`config.mk`:
```
export PLATFORM = sky130hd
export DESIGN_NAME = int_root_flat
export DESIGN_NICKNAME = d
export VERILOG_FILES = /design/src/rtl/int_root_pkg.sv /design/src/rtl/int_root_if.sv /design/src/rtl/int_root_seq_mult.sv /design/src/rtl/int_root.sv /design/src/flat_wrapper.sv
export SDC_FILE = /design/constraint.sdc
export NUM_CORES = 1
export LEC_CHECK = 0
export ABC_AREA = 1
export CORE_MARGIN = 2
export CORE_UTILIZATION = 64
export CTS_BUF_LIST = sky130_fd_sc_hd__clkbuf_16
export DETAILED_ROUTE_END_ITERATION = 10
export PLACE_DENSITY = 0.87
export SETUP_SLACK_MARGIN = 0.5
export SLEW_MARGIN = 30
export SYNTH_ARGS = -nofsm -noshare
export SYNTH_HDL_FRONTEND = slang
export SYNTH_HIERARCHICAL = 1
export SYNTH_SLANG_ARGS = --single-unit
```
`constraint.sdc`:
```
create_clock -name clk_i -period 4.11 [get_ports clk_i]
set_input_delay 0.822 -clock clk_i [delete_from_list [all_inputs] [get_ports clk_i]]
set_output_delay 0.822 -clock clk_i [all_outputs]
set_load 0.02 [all_outputs]
```
`src/rtl/int_root_pkg.sv`:
```
`default_nettype none
// ============================================================================
//  Module   : int_root_pkg
//  Brief    : Shared types, mode constants and sizing helpers for int_root.
//  Revision : 1.0 - initial release
// ============================================================================
package int_root_pkg;

    // Sequencer states, one result bit is produced per PREP..NEXT pass
    typedef enum logic [2:0] {
        ST_IDLE     = 3'd0,
        ST_PREP     = 3'd1,
        ST_MUL_GO   = 3'd2,
        ST_MUL_WAIT = 3'd3,
        ST_BUILD    = 3'd4,
        ST_CMP      = 3'd5,
        ST_UPDATE   = 3'd6,
        ST_NEXT     = 3'd7
    } state_t;

    localparam logic MODE_SQRT = 1'b0;
    localparam logic MODE_CBRT = 1'b1;

    // Result width; sized for sqrt, cube results are narrower
    function automatic int root_width(input int w);
        return (w + 1) / 2;
    endfunction

    // Number of digit iterations for an operand of w bits
    function automatic int iter_count(input int w, input logic mode);
        return (mode == MODE_CBRT) ? (w + 2) / 3 : (w + 1) / 2;
    endfunction

    // Shift applied to the trial term on the first iteration
    function automatic int init_shift(input int w, input logic mode);
        return (mode == MODE_CBRT) ? 3 * (iter_count(w, mode) - 1)
                                   : 2 * (iter_count(w, mode) - 1);
    endfunction

endpackage
`default_nettype wire

```
`src/rtl/int_root_if.sv`:
```
`default_nettype none
// ============================================================================
//  Module   : int_root_if
//  Brief    : Request/result bundle for int_root. rem_bo exists only when
//             INT_ROOT_REM_EN is defined.
//  Revision : 1.0 - initial release
// ============================================================================
interface int_root_if #(
    parameter int W = 8
);
    import int_root_pkg::*;

    localparam int c_RW = root_width(W);

    logic [W-1:0]    x_bi;
    logic            mode_i;
    logic            start_i;
    logic            busy_o;
    logic [c_RW-1:0] y_bo;
`ifdef INT_ROOT_REM_EN
    logic [W-1:0]    rem_bo;
`endif

    // Requester side
    modport master (
        output x_bi, mode_i, start_i,
`ifdef INT_ROOT_REM_EN
        input  rem_bo,
`endif
        input  busy_o, y_bo
    );

    // Engine side
    modport slave (
        input  x_bi, mode_i, start_i,
`ifdef INT_ROOT_REM_EN
        output rem_bo,
`endif
        output busy_o, y_bo
    );

endinterface
`default_nettype wire

```
`src/rtl/int_root_seq_mult.sv`:
```
`default_nettype none
// ============================================================================
//  Module   : seq_mult
//  Brief    : Shift-add unsigned multiplier, one multiplier bit per cycle.
//             busy_o is high for exactly WIDTH cycles after an accepted start;
//             p_bo is valid once busy_o is low again.
//  Revision : 1.0 - initial release
// ============================================================================
module seq_mult #(
    parameter int WIDTH = 5
) (
    input  wire logic                 clk_i,
    input  wire logic                 rst_i,
    input  wire logic                 start_i,
    input  wire logic [WIDTH-1:0]     a_bi,
    input  wire logic [WIDTH-1:0]     b_bi,
    output logic                      busy_o,
    output logic [2*WIDTH-1:0]        p_bo
);
    localparam int c_CW = $clog2(WIDTH + 1);

    logic [2*WIDTH-1:0] r_a;
    logic [WIDTH-1:0]   r_b;
    logic [2*WIDTH-1:0] r_acc;
    logic [c_CW-1:0]    r_cnt;
    logic               r_busy;

    // Load on start when idle, otherwise add/shift one bit per cycle
    always_ff @(posedge clk_i) begin
        if (rst_i) begin
            r_a    <= '0;
            r_b    <= '0;
            r_acc  <= '0;
            r_cnt  <= '0;
            r_busy <= 1'b0;
        end else if (!r_busy) begin
            if (start_i) begin
                r_a    <= (2*WIDTH)'(a_bi);
                r_b    <= b_bi;
                r_acc  <= '0;
                r_cnt  <= c_CW'(WIDTH);
                r_busy <= 1'b1;
            end
        end else begin
            if (r_b[0]) begin
                r_acc <= r_acc + r_a;
            end
            r_a   <= r_a << 1;
            r_b   <= r_b >> 1;
            r_cnt <= r_cnt - c_CW'(1);
            if (r_cnt == c_CW'(1)) begin
                r_busy <= 1'b0;
            end
        end
    end

    assign busy_o = r_busy;
    assign p_bo   = r_acc;

endmodule
`default_nettype wire

```
`src/rtl/int_root.sv`:
```
`default_nettype none
// ============================================================================
//  Module   : int_root
//  Brief    : Iterative floor(sqrt(x)) / floor(cbrt(x)) engine, restoring
//             digit-by-digit, one result bit per iteration. Cube term y(y+1)
//             comes from a shared sequential multiplier.
//             Optional macro INT_ROOT_REM_EN exposes the final residual on
//             rem_bo; without it the residual stays internal.
//  Revision : 1.0 - initial release
// ============================================================================
module int_root
    import int_root_pkg::*;
#(
    parameter int W = 8
) (
    input  wire logic  clk_i,
    input  wire logic  rst_i,
    int_root_if.slave  bus
);
    localparam int c_RW = root_width(W);
    localparam int c_MW = c_RW + 1;           // multiplier operand width
    localparam int c_PW = 2 * c_MW;           // product width
    localparam int c_BW = 2 * W + 2;          // trial term width, never truncated
    localparam int c_SW = $clog2(W + 1) + 1;  // shift amount width

    localparam logic [c_SW-1:0] c_S0_SQRT = c_SW'(init_shift(W, MODE_SQRT));
    localparam logic [c_SW-1:0] c_S0_CBRT = c_SW'(init_shift(W, MODE_CBRT));

    state_t            r_state;
    logic              r_mode;
    logic [W-1:0]      r_x;
    logic [c_RW-1:0]   r_y;
    logic [c_SW-1:0]   r_s;
    logic [c_PW-1:0]   r_p;
    logic [c_BW-1:0]   r_b;
    logic              r_flag;
    logic              r_busy;
    logic [c_RW-1:0]   r_y_out;
`ifdef INT_ROOT_REM_EN
    logic [W-1:0]      r_rem;
`endif

    logic              w_mul_start;
    logic              w_mul_busy;
    logic [c_PW-1:0]   w_mul_p;
    logic [c_BW-1:0]   w_p_ext;

    // The multiply is launched from PREP using the already-doubled operands
    // {y,0} and {y,1}; its first busy cycle overlaps MUL_GO so that MUL_WAIT
    // lasts exactly RW+1 cycles.
    assign w_mul_start = (r_state == ST_PREP) && (r_mode == MODE_CBRT);
    assign w_p_ext     = c_BW'(r_p);

    seq_mult #(
        .WIDTH (c_MW)
    ) u_mult (
        .clk_i   (clk_i),
        .rst_i   (rst_i),
        .start_i (w_mul_start),
        .a_bi    ({r_y, 1'b0}),
        .b_bi    ({r_y, 1'b1}),
        .busy_o  (w_mul_busy),
        .p_bo    (w_mul_p)
    );

    // Root sequencer: accept, iterate one digit per pass, publish result
    always_ff @(posedge clk_i) begin
        if (rst_i) begin
            r_state <= ST_IDLE;
            r_mode  <= MODE_SQRT;
            r_x     <= '0;
            r_y     <= '0;
            r_s     <= '0;
            r_p     <= '0;
            r_b     <= '0;
            r_flag  <= 1'b0;
            r_busy  <= 1'b0;
            r_y_out <= '0;
`ifdef INT_ROOT_REM_EN
            r_rem   <= '0;
`endif
        end else begin
            case (r_state)
                ST_IDLE: begin
                    if (bus.start_i) begin
                        r_x     <= bus.x_bi;
                        r_mode  <= bus.mode_i;
                        r_y     <= '0;
                        r_s     <= (bus.mode_i == MODE_CBRT) ? c_S0_CBRT : c_S0_SQRT;
                        r_busy  <= 1'b1;
                        r_state <= ST_PREP;
                    end
                end
                ST_PREP: begin
                    r_y     <= r_y << 1;
                    r_state <= (r_mode == MODE_CBRT) ? ST_MUL_GO : ST_BUILD;
                end
                ST_MUL_GO: begin
                    r_state <= ST_MUL_WAIT;
                end
                ST_MUL_WAIT: begin
                    if (!w_mul_busy) begin
                        r_p     <= w_mul_p;
                        r_state <= ST_BUILD;
                    end
                end
                ST_BUILD: begin
                    if (r_mode == MODE_CBRT) begin
                        r_b <= ((w_p_ext << 1) + w_p_ext + c_BW'(1)) << r_s;
                    end else begin
                        r_b <= c_BW'({r_y, 1'b1}) << r_s;
                    end
                    r_state <= ST_CMP;
                end
                ST_CMP: begin
                    r_flag  <= (c_BW'(r_x) >= r_b);
                    r_state <= ST_UPDATE;
                end
                ST_UPDATE: begin
                    // b <= x here, so its low W bits carry the whole value
                    if (r_flag) begin
                        r_x <= r_x - r_b[W-1:0];
                        r_y <= r_y + c_RW'(1);
                    end
                    r_state <= ST_NEXT;
                end
                ST_NEXT: begin
                    if (r_s == '0) begin
                        r_y_out <= r_y;
`ifdef INT_ROOT_REM_EN
                        r_rem   <= r_x;
`endif
                        r_busy  <= 1'b0;
                        r_state <= ST_IDLE;
                    end else begin
                        r_s     <= r_s - ((r_mode == MODE_CBRT) ? c_SW'(3) : c_SW'(2));
                        r_state <= ST_PREP;
                    end
                end
                default: r_state <= ST_IDLE;
            endcase
        end
    end

    assign bus.busy_o = r_busy;
    assign bus.y_bo   = r_y_out;
`ifdef INT_ROOT_REM_EN
    assign bus.rem_bo = r_rem;
`endif

endmodule
`default_nettype wire

```
`src/flat_wrapper.sv`:
```
// flat-port wrapper written by rule: the top's interface ports become plain ports
module int_root_flat import int_root_pkg::*;
#(
    parameter int W = 8
)
  (clk_i, rst_i, bus_x_bi, bus_mode_i, bus_start_i, bus_busy_o, bus_y_bo);
  int_root_if #(.W(W)) bus_i ();
  input  wire logic clk_i;
  input  wire logic rst_i;
  input wire logic [$bits(bus_i.x_bi)-1:0] bus_x_bi;
  input wire logic [$bits(bus_i.mode_i)-1:0] bus_mode_i;
  input wire logic [$bits(bus_i.start_i)-1:0] bus_start_i;
  output wire logic [$bits(bus_i.busy_o)-1:0] bus_busy_o;
  output wire logic [$bits(bus_i.y_bo)-1:0] bus_y_bo;
  assign bus_i.x_bi = bus_x_bi;
  assign bus_i.mode_i = bus_mode_i;
  assign bus_i.start_i = bus_start_i;
  assign bus_busy_o = bus_i.busy_o;
  assign bus_y_bo = bus_i.y_bo;
  int_root #(.W(W)) u_core (.clk_i(clk_i), .rst_i(rst_i), .bus(bus_i));
endmodule
```
==> Implementation_results.wiki, run 1 <==
{| class="wikitable"
! Metric !! Value
|-
| Part of the Yosys area used for sequential elements || 0.308
|-
| Clock Sinks || 84
|-
| Master cell of the clock root buffer || clkbuf_16
|-
| Logic gate share of total power || 0.233
|-
| Maximum fanout encountered on the critical timing path || 8
|-
| RD Place Congestion || 0.999
|-
| Synthesized-area fraction occupied by and/or/nand/nor cells || 0.338
|-
| Cell taking the most area after synthesis || dfxtp_1
|-
| Core Area || 0.00826 mm2
|-
| Mux cell area share after synthesis || 0
|-
| Relative contribution of sequential cells to total power || 0.411
|-
| FP Rows || 33
|-
| Launch point of the critical path || u_core/r_p[0]
|-
| Yosys warns || 6
|-
| Compound-Gate Fraction of Synth Area || 0.165
|-
| Number of DRC violations after detailed-routing iteration 0 || 346
|-
| Area growth from synthesis to layout || 8.92%
|-
| Height of the die || 96.4 um
|-
| Horizontal die dimension || 96.4 um
|-
| Wire length after detailed routing || 13300 um
|-
| Number of DRC violations after detailed routing || 0
|-
| TritonCTS clock tree || yes
|-
| TritonCTS Buffers || 9
|-
| Final worst setup slack || 1800 ps
|-
| Final period demand of the worst path || 2310 ps
|-
| Headroom to the max-slew limit || 0.400
|-
| Die outline area || 0.00930 mm2
|-
| Ratio of routed vias to standard cells || 5.75
|-
| Type of element capturing the critical path || flop
|-
| TritonRoute pass-1 iters || 5
|-
| Switching power as a share of total power || 0.334
|-
| Power spent charging and discharging nets || 0.762 mW
|-
| Number of different library cells in the post-synthesis netlist || 53
|-
| HPWL after detailed placement || 9880 um
|-
| Initial antenna violation count || 0
|-
| Cts hold-fix bufs || 0
|-
| Via count of the first global-routing pass || 4937
|-
| Pint || 1.52 mW
|-
| Aggregate global routing overflow || 0
|-
| Synthesized area per cell || 6.57 um2
|-
| Worst setup path category || reg -> reg
|-
| Initial core utilization || 0.662
|-
| Dominant combinational cell family by area after synthesis || simple AND/OR/NAND/NOR gates
|-
| Port-buffer cells || 16
|-
| Number of levels in the clock H-tree || 3
|-
| Adder and majority cell fraction of the synthesized area || 0.0865
|-
| Result of the run || completed
|-
| Setup slack of the worst register-to-register path || 1800 ps
|-
| Most common library cell in the layout ignoring fill and taps || nand2_1
|-
| Setup repair after global routing missed its margin || false
|-
| Number of nets in the finished design || 885
|-
| Arrival time reported for the critical path endpoint || 2510 ps
|-
| Max clock buf depth || 2
|-
| Post-route ant nets || 0
|-
| Setup crit end || u_core/r_b[9]
|-
| Transition time of the tightest slew-check pin || 898 ps
|-
| Final number of setup-violating endpoints || 0
|-
| Worst r2r dst || u_core/r_b[9]
|-
| Layout Skew || 4.78 ps
|-
| Post-placement worst setup slack || 1800 ps
|-
| Setup Total Neg Slack || 0 ps
|-
| Post-DR wirelength/cell || 14.1 um
|-
| XOR/XNOR share of the synthesized area || 0.00961
|-
| Via total after detailed routing || 5449
|-
| P_leak || 2.72 nW
|-
| Depth of the worst register-to-register path || 12
|-
| Pin count of the biggest net entering global routing || 50
|-
| Worst Setup Start Kind || flop
|-
| Overall Global Routing Usage || 0.303
|-
| Clock edge transition at the registers on the reported setup and hold paths || 60 ps
|-
| Total count of max-transition violations in the final report || 0
|-
| Wire length of the first global-routing pass || 22200 um
|-
| Maximum operating frequency || 432 MHz
|-
| Latest clock arrival within the worst-skew pair || 340 ps
|-
| Buffer count from post-CTS setup fixing || 0
|-
| Synth top area share || 0.308
|-
| Post-synthesis sequential element count || 84
|-
| R2r startpoint || u_core/r_p[0]
|-
| Leading cell types in the layout, fill and taps excluded || nand2_1, inv_1, dfxtp_1, nand3_1, a21oi_1
|-
| Final Cycle Share || 0.563
|-
| CTS resizes || 0
|-
| Hold Fails Final Rpt || 0
|-
| Antenna cells || 0
|-
| Post-synthesis instance area || 0.00547 mm2
|-
| Max-cap violations || 0
|-
| Num ports || 17
|-
| Syn Inst Count || 832
|-
| Power share of the clock group || 0.357
|-
| Power per cell area || 383 mW/mm2
|-
| Peak ir drop on the vdd network || 0.000236 V
|-
| Endpoint required time on the critical path || 4310 ps
|-
| Post-Syn Nets || 880
|-
| Path type of the worst min-delay path || reg -> reg
|-
| Post-Route Hold Slack || 468 ps
|-
| Fraction of layout instances using a drive strength above 1 || 0.0606
|-
| Leading cell types by total area after synthesis || dfxtp_1, nand2_1, ha_1
|}
## flip-flops by register name (all words and copies together) (netlist names), 3 cells and up
register / cells
u_core/bus.y_bo: 4
u_core/r_b: 18
u_core/r_p: 10
u_core/r_s: 5
u_core/r_state: 3
u_core/r_x: 8
u_core/r_y: 4
u_core/u_mult/p_bo: 10
u_core/u_mult/r_a: 10
u_core/u_mult/r_b: 5
u_core/u_mult/r_cnt: 3
## synth_stat cells (all sizes together)
cell,number
a21o,1
or4,1
o21ai,53
o21a,1
clkinv,2
xor2,2
nor3,5
a22oi,3
dfxtp,84
o211ai,5
nand3b,4
nor4,1
o21bai,2
nor2,68
nand2,234
inv,102
nor3b,1
a31oi,4
fa,3
buf,11
o221ai,2
and3,1
a211oi,6
o2111ai,1
nand4,12
or2,6
ha,33
conb,2
o31ai,1
nand3,82
clkbuf,12
xnor2,4
a21oi,81
a311oi,2
## cells by family after synthesis
family	after synthesis
flops	84
other cells	2
simple gates	415
buf+inv	127
compound gates	162
fa+ha+maj	36
xor+xnor	6
## metal layers
layer	part of all wire	track usage	vias up
li1	-	-	2750
met4	0.017	0.104	0
met3	0.044	0.0403	20
met5	0	0	-
met2	0.47	0.491	154
met1	0.47	0.418	2525
## through the flow
stage / util / total power, mW / cell area [um2] / instances
after floorplan: - / 1.34 / 5470 / 832
after global placement: 0.685 / 1.44 / 5660 / 931
after detailed placement: 0.685 / 1.46 / 5660 / 931
after CTS: 0.721 / 2.27 / 5960 / 947
after global routing: 0.721 / 2.39 / 5960 / 947
final: 0.721 / 2.28 / 5960 / 947
## power groups by stage
stage,Sequential [mW],Combinational [mW],Clock [mW]
after global routing,0.944,0.594,0.851
after CTS,0.934,0.518,0.817
after detailed placement,0.953,0.512,0
after floorplan,0.914,0.429,0
final,0.937,0.531,0.814
after global placement,0.950,0.493,0
## cell type report
| class | instances | area (um2) |
|---|---|---|
| Timing Repair Buffer | 17 | 163 |
| Clock inverter | 7 | 75.1 |
| Fill cell | 678 | 2300 |
| Sequential cell | 84 | 1680 |
| Clock buffer | 9 | 225 |
| Multi-Input combinational cell | 621 | 3280 |
| Inverter | 104 | 400 |
| Tap cell | 105 | 131 |
## critical path, cell delays in order (launching register included)
cell     delay [ps]
dfxtp_1         400
fa_1            520
xnor2_1         180
nand2_1          60
o21ai_0         110
o21ai_0         150
or2_2           320
nand2_1          70
nand2_1          60
nand2_1          80
nand2_1          50
o21ai_0          80
a21oi_1          90
## how the worst min path moves through the flow
stage / from / end / slack, ps / cells past startpoint
floorplan: u_core/u_mult/r_b[4] / u_core/u_mult/r_b[4] / 440 / 2
global placement: u_core/r_b[16] / u_core/r_b[16] / 450 / 2
detailed placement: u_core/r_b[15] / u_core/r_b[15] / 460 / 2
CTS: u_core/r_b[15] / u_core/r_b[15] / 470 / 2
global route: u_core/r_b[4] / u_core/r_b[4] / 480 / 2
finish: u_core/r_b[17] / u_core/r_b[17] / 470 / 2
No activity file was read; power rests on OpenSTA's default activity.
==> run 2, diff against run 1 <==
--- a/config.mk
+++ b/config.mk
@@ -7,10 +7,10 @@
 export LEC_CHECK = 0
 export ABC_AREA = 1
 export CORE_MARGIN = 2
-export CORE_UTILIZATION = 64
+export CORE_UTILIZATION = 56
 export CTS_BUF_LIST = sky130_fd_sc_hd__clkbuf_16
 export DETAILED_ROUTE_END_ITERATION = 10
-export PLACE_DENSITY = 0.87
+export PLACE_DENSITY = 0.81
 export SETUP_SLACK_MARGIN = 0.5
 export SLEW_MARGIN = 30
 export SYNTH_ARGS = -nofsm -noshare
==> constraint.sdc (replaced) <==
create_clock -name clk_i -period 2 [get_ports clk_i]
set_input_delay 0.4 -clock clk_i [delete_from_list [all_inputs] [get_ports clk_i]]
set_output_delay 0.4 -clock clk_i [all_outputs]
set_load 0.02 [all_outputs]
==> Implementation_results.wiki, run 2 (same netlist as run 1, synthesis figures left out) <==
{| class="wikitable"
! Metric !! Value
|-
| Setup crit end || u_core/r_flag (was u_core/r_b[9])
|-
| Port-buffer cells || 16 (unchanged)
|-
| Post-Route Hold Slack || 466 ps (was 468 ps)
|-
| Master cell of the clock root buffer || clkbuf_16 (unchanged)
|-
| Power per cell area || 725 mW/mm2 (was 383 mW/mm2)
|-
| RD Place Congestion || 0.980 (was 0.999)
|-
| Area growth from synthesis to layout || 44.3% (was 8.92%)
|-
| Worst hold start || u_core/r_b[17] (unchanged)
|-
| Number of levels in the clock H-tree || 3 (unchanged)
|-
| HPWL after detailed placement || 10200 um (was 9880 um)
|-
| Via count of the first global-routing pass || 5605 (was 4937)
|-
| Number of DRC violations after detailed routing || 0 (unchanged)
|-
| Pin count of the biggest net entering global routing || 27 (was 50)
|-
| Final worst setup slack || -211 ps (was 1800 ps)
|-
| Final number of setup-violating endpoints || 8 (was 0)
|-
| Worst r2r dst || u_core/r_flag (was u_core/r_b[9])
|-
| Num ports || 17 (unchanged)
|-
| TritonCTS clock tree || yes (unchanged)
|-
| Via total after detailed routing || 6805 (was 5449)
|-
| Endpoint required time on the critical path || 2280 ps (was 4310 ps)
|-
| Final period demand of the worst path || 2210 ps (was 2310 ps)
|-
| Type of element capturing the critical path || flop (unchanged)
|-
| Peak ir drop on the vdd network || 0.000613 V (was 0.000236 V)
|-
| Setup Total Neg Slack || -872 ps (was 0 ps)
|-
| Flip-flop count of the largest register, all copies and words added || 18 (unchanged)
|-
| Horizontal die dimension || 103 um (was 96.4 um)
|-
| Max clock buf depth || 2 (unchanged)
|-
| Pwr Total || 5.72 mW (was 2.28 mW)
|-
| Largest reg by FF count || u_core/r_b (unchanged)
|-
| Arrival time reported for the critical path endpoint || 2490 ps (was 2510 ps)
|-
| Worst setup path category || reg -> reg (unchanged)
|-
| Path type of the worst min-delay path || reg -> reg (unchanged)
|-
| Most common library cell in the layout ignoring fill and taps || nand2_1 (unchanged)
|-
| Violations in the final reports || negative setup slack
|-
| Launch point of the critical path || u_core/r_x[0] (was u_core/r_p[0])
|-
| Antenna cells || 0 (unchanged)
|-
| Headroom to the max-slew limit || 0.447 (was 0.400)
|-
| Post-route ant nets || 0 (unchanged)
|-
| Depth of the worst register-to-register path || 14 (was 12)
|-
| TritonRoute pass-1 iters || 6 (was 5)
|-
| Initial core utilization || 0.567 (was 0.662)
|-
| Inst Count DP || 984 (was 931)
|-
| Hold Fails Final Rpt || 0 (unchanged)
|-
| TritonCTS Buffers || 9 (unchanged)
|-
| Wire length after detailed routing || 21600 um (was 13300 um)
|-
| Wire length of the first global-routing pass || 26100 um (was 22200 um)
|-
| Ratio of routed vias to standard cells || 6.42 (was 5.75)
|-
| Number of nets in the finished design || 970 (was 885)
|-
| Layout Skew || 10.5 ps (was 4.78 ps)
|-
| Aggregate global routing overflow || 0 (unchanged)
|-
| Transition time of the tightest slew-check pin || 828 ps (was 898 ps)
|-
| Worst Setup Start Kind || flop (unchanged)
|-
| Core Area || 0.00964 mm2 (was 0.00826 mm2)
|-
| Die outline area || 0.0106 mm2 (was 0.00930 mm2)
|-
| Initial antenna violation count || 0 (unchanged)
|-
| Final Cycle Share || 1.11 (was 0.563)
|-
| Final standard cell count with taps included and fillers excluded || 1060 (was 947)
|-
| Leading cell types in the layout, fill and taps excluded || nand2_1, inv_1, buf_4, nand2_2, dfxtp_1 (was nand2_1, inv_1, dfxtp_1, nand3_1, a21oi_1)
|-
| Number of DRC violations after detailed-routing iteration 0 || 977 (was 346)
|-
| R2r startpoint || u_core/r_x[0] (was u_core/r_p[0])
|-
| Area of all placed cells without fillers || 0.00789 mm2 (was 0.00596 mm2)
|-
| Height of the die || 103 um (was 96.4 um)
|-
| Post-DR wirelength/cell || 20.4 um (was 14.1 um)
|-
| Latest clock arrival within the worst-skew pair || 350 ps (was 340 ps)
|-
| Total count of max-transition violations in the final report || 0 (unchanged)
|-
| Clock Sinks || 84 (unchanged)
|-
| FP Rows || 36 (was 33)
|-
| Setup repair after global routing missed its margin || true (was false)
|-
| Cts hold-fix bufs || 0 (unchanged)
|-
| Maximum operating frequency || 452 MHz (was 432 MHz)
|-
| Clock edge transition at the registers on the reported setup and hold paths || 70 ps (was 60 ps)
|-
| P_leak || 3.46 nW (was 2.72 nW)
|-
| Cell area reported after detailed placement || 0.00594 mm2 (was 0.00566 mm2)
|-
| Setup slack of the worst register-to-register path || -210 ps (was 1800 ps)
|-
| Max-cap violations || 0 (unchanged)
|-
| Maximum fanout encountered on the critical timing path || 2 (was 8)
|-
| Overall Global Routing Usage || 0.309 (was 0.303)
|-
| Result of the run || complete, but fails checks (was completed)
|-
| Fraction of layout instances using a drive strength above 1 || 0.422 (was 0.0606)
|}
==> run 2: cell types whose count changed in the layout (fill, tap and decap cells not counted), sizes merged <==
cell           before  now
clkdlybuf4s50      15   10
clkinv              4    3
dlygate4sd2         0    4
clkinvlp            2    3
clkdlybuf4s15       0    1
buf                 2   86
nor2               68   69
==> run 2: worst min path at each step <==
stage,slack [ps],depth (start not counted),to
final,470,2,u_core/r_b[17]
after global routing,500,2,u_core/r_b[11]
after CTS,460,2,u_core/r_b[16]
after detailed placement,450,2,u_core/r_b[16]
after global placement,450,2,u_core/u_mult/r_cnt[1]
after floorplan,440,2,u_core/u_mult/r_b[4]
==> run 2: metrics by stage <==
stage                     setup slack, ps  utilization
after global routing                 -305        0.819
final                                -211        0.819
after detailed placement            -79.8        0.617
after floorplan                       198            -
after CTS                           0.739        0.725
after global placement              -58.7        0.617
==> run 2: layout make-up <==
cell class	count	area [um2]
clock buffer	9	225
clock inverter	7	90.1
tap	133	166
inverter	104	424
multi-input combinational	622	4330
fill	529	1750
timing repair buffer	101	907
sequential	84	1750
==> run 2: worst max-delay path, stage by stage, from the launching register on <==
cell and delay, ps:
dfxtp_2 340, inv_2 60, ha_4 160, fa_2 360
nor2_2 120, o21ai_1 70, nand2_1 100, a21oi_2 60
o21bai_1 280, nand2_1 120, inv_2 100, nor2_2 40
nor2_2 120, o21ai_2 80, a21oi_1 140
==> run 2: timing repair <==
action | CTS | global route
gates resized for setup | 144 | 192
setup buffers | 27 | 32
endpoints found under the setup margin | 70 | 65
pin swaps | 58 | 84
cloned | 0 | 1
==> run 2: power by group <==
| group | leakage, nW | internal [mW] | switching, mW | total (mW) |
|---|---|---|---|---|
| combinational | 2.61 | 0.805 | 1.21 | 2.01 |
| sequential | 0.698 | 1.77 | 0.134 | 1.91 |
| clock | 0.150 | 1.00 | 0.801 | 1.81 |
| total | 3.46 | 3.58 | 2.14 | 5.72 |
==> run 2: per-layer routing <==
layer  GRT usage  wire (um)  share of wire  vias to the layer above
met2       0.514      10100           0.47                      579
met5           0          0              0                        -
met3      0.0502       2180           0.10                      193
met4      0.0982       1650          0.077                        0
li1            -          -              -                     2928
met1       0.414       7680           0.36                     3105
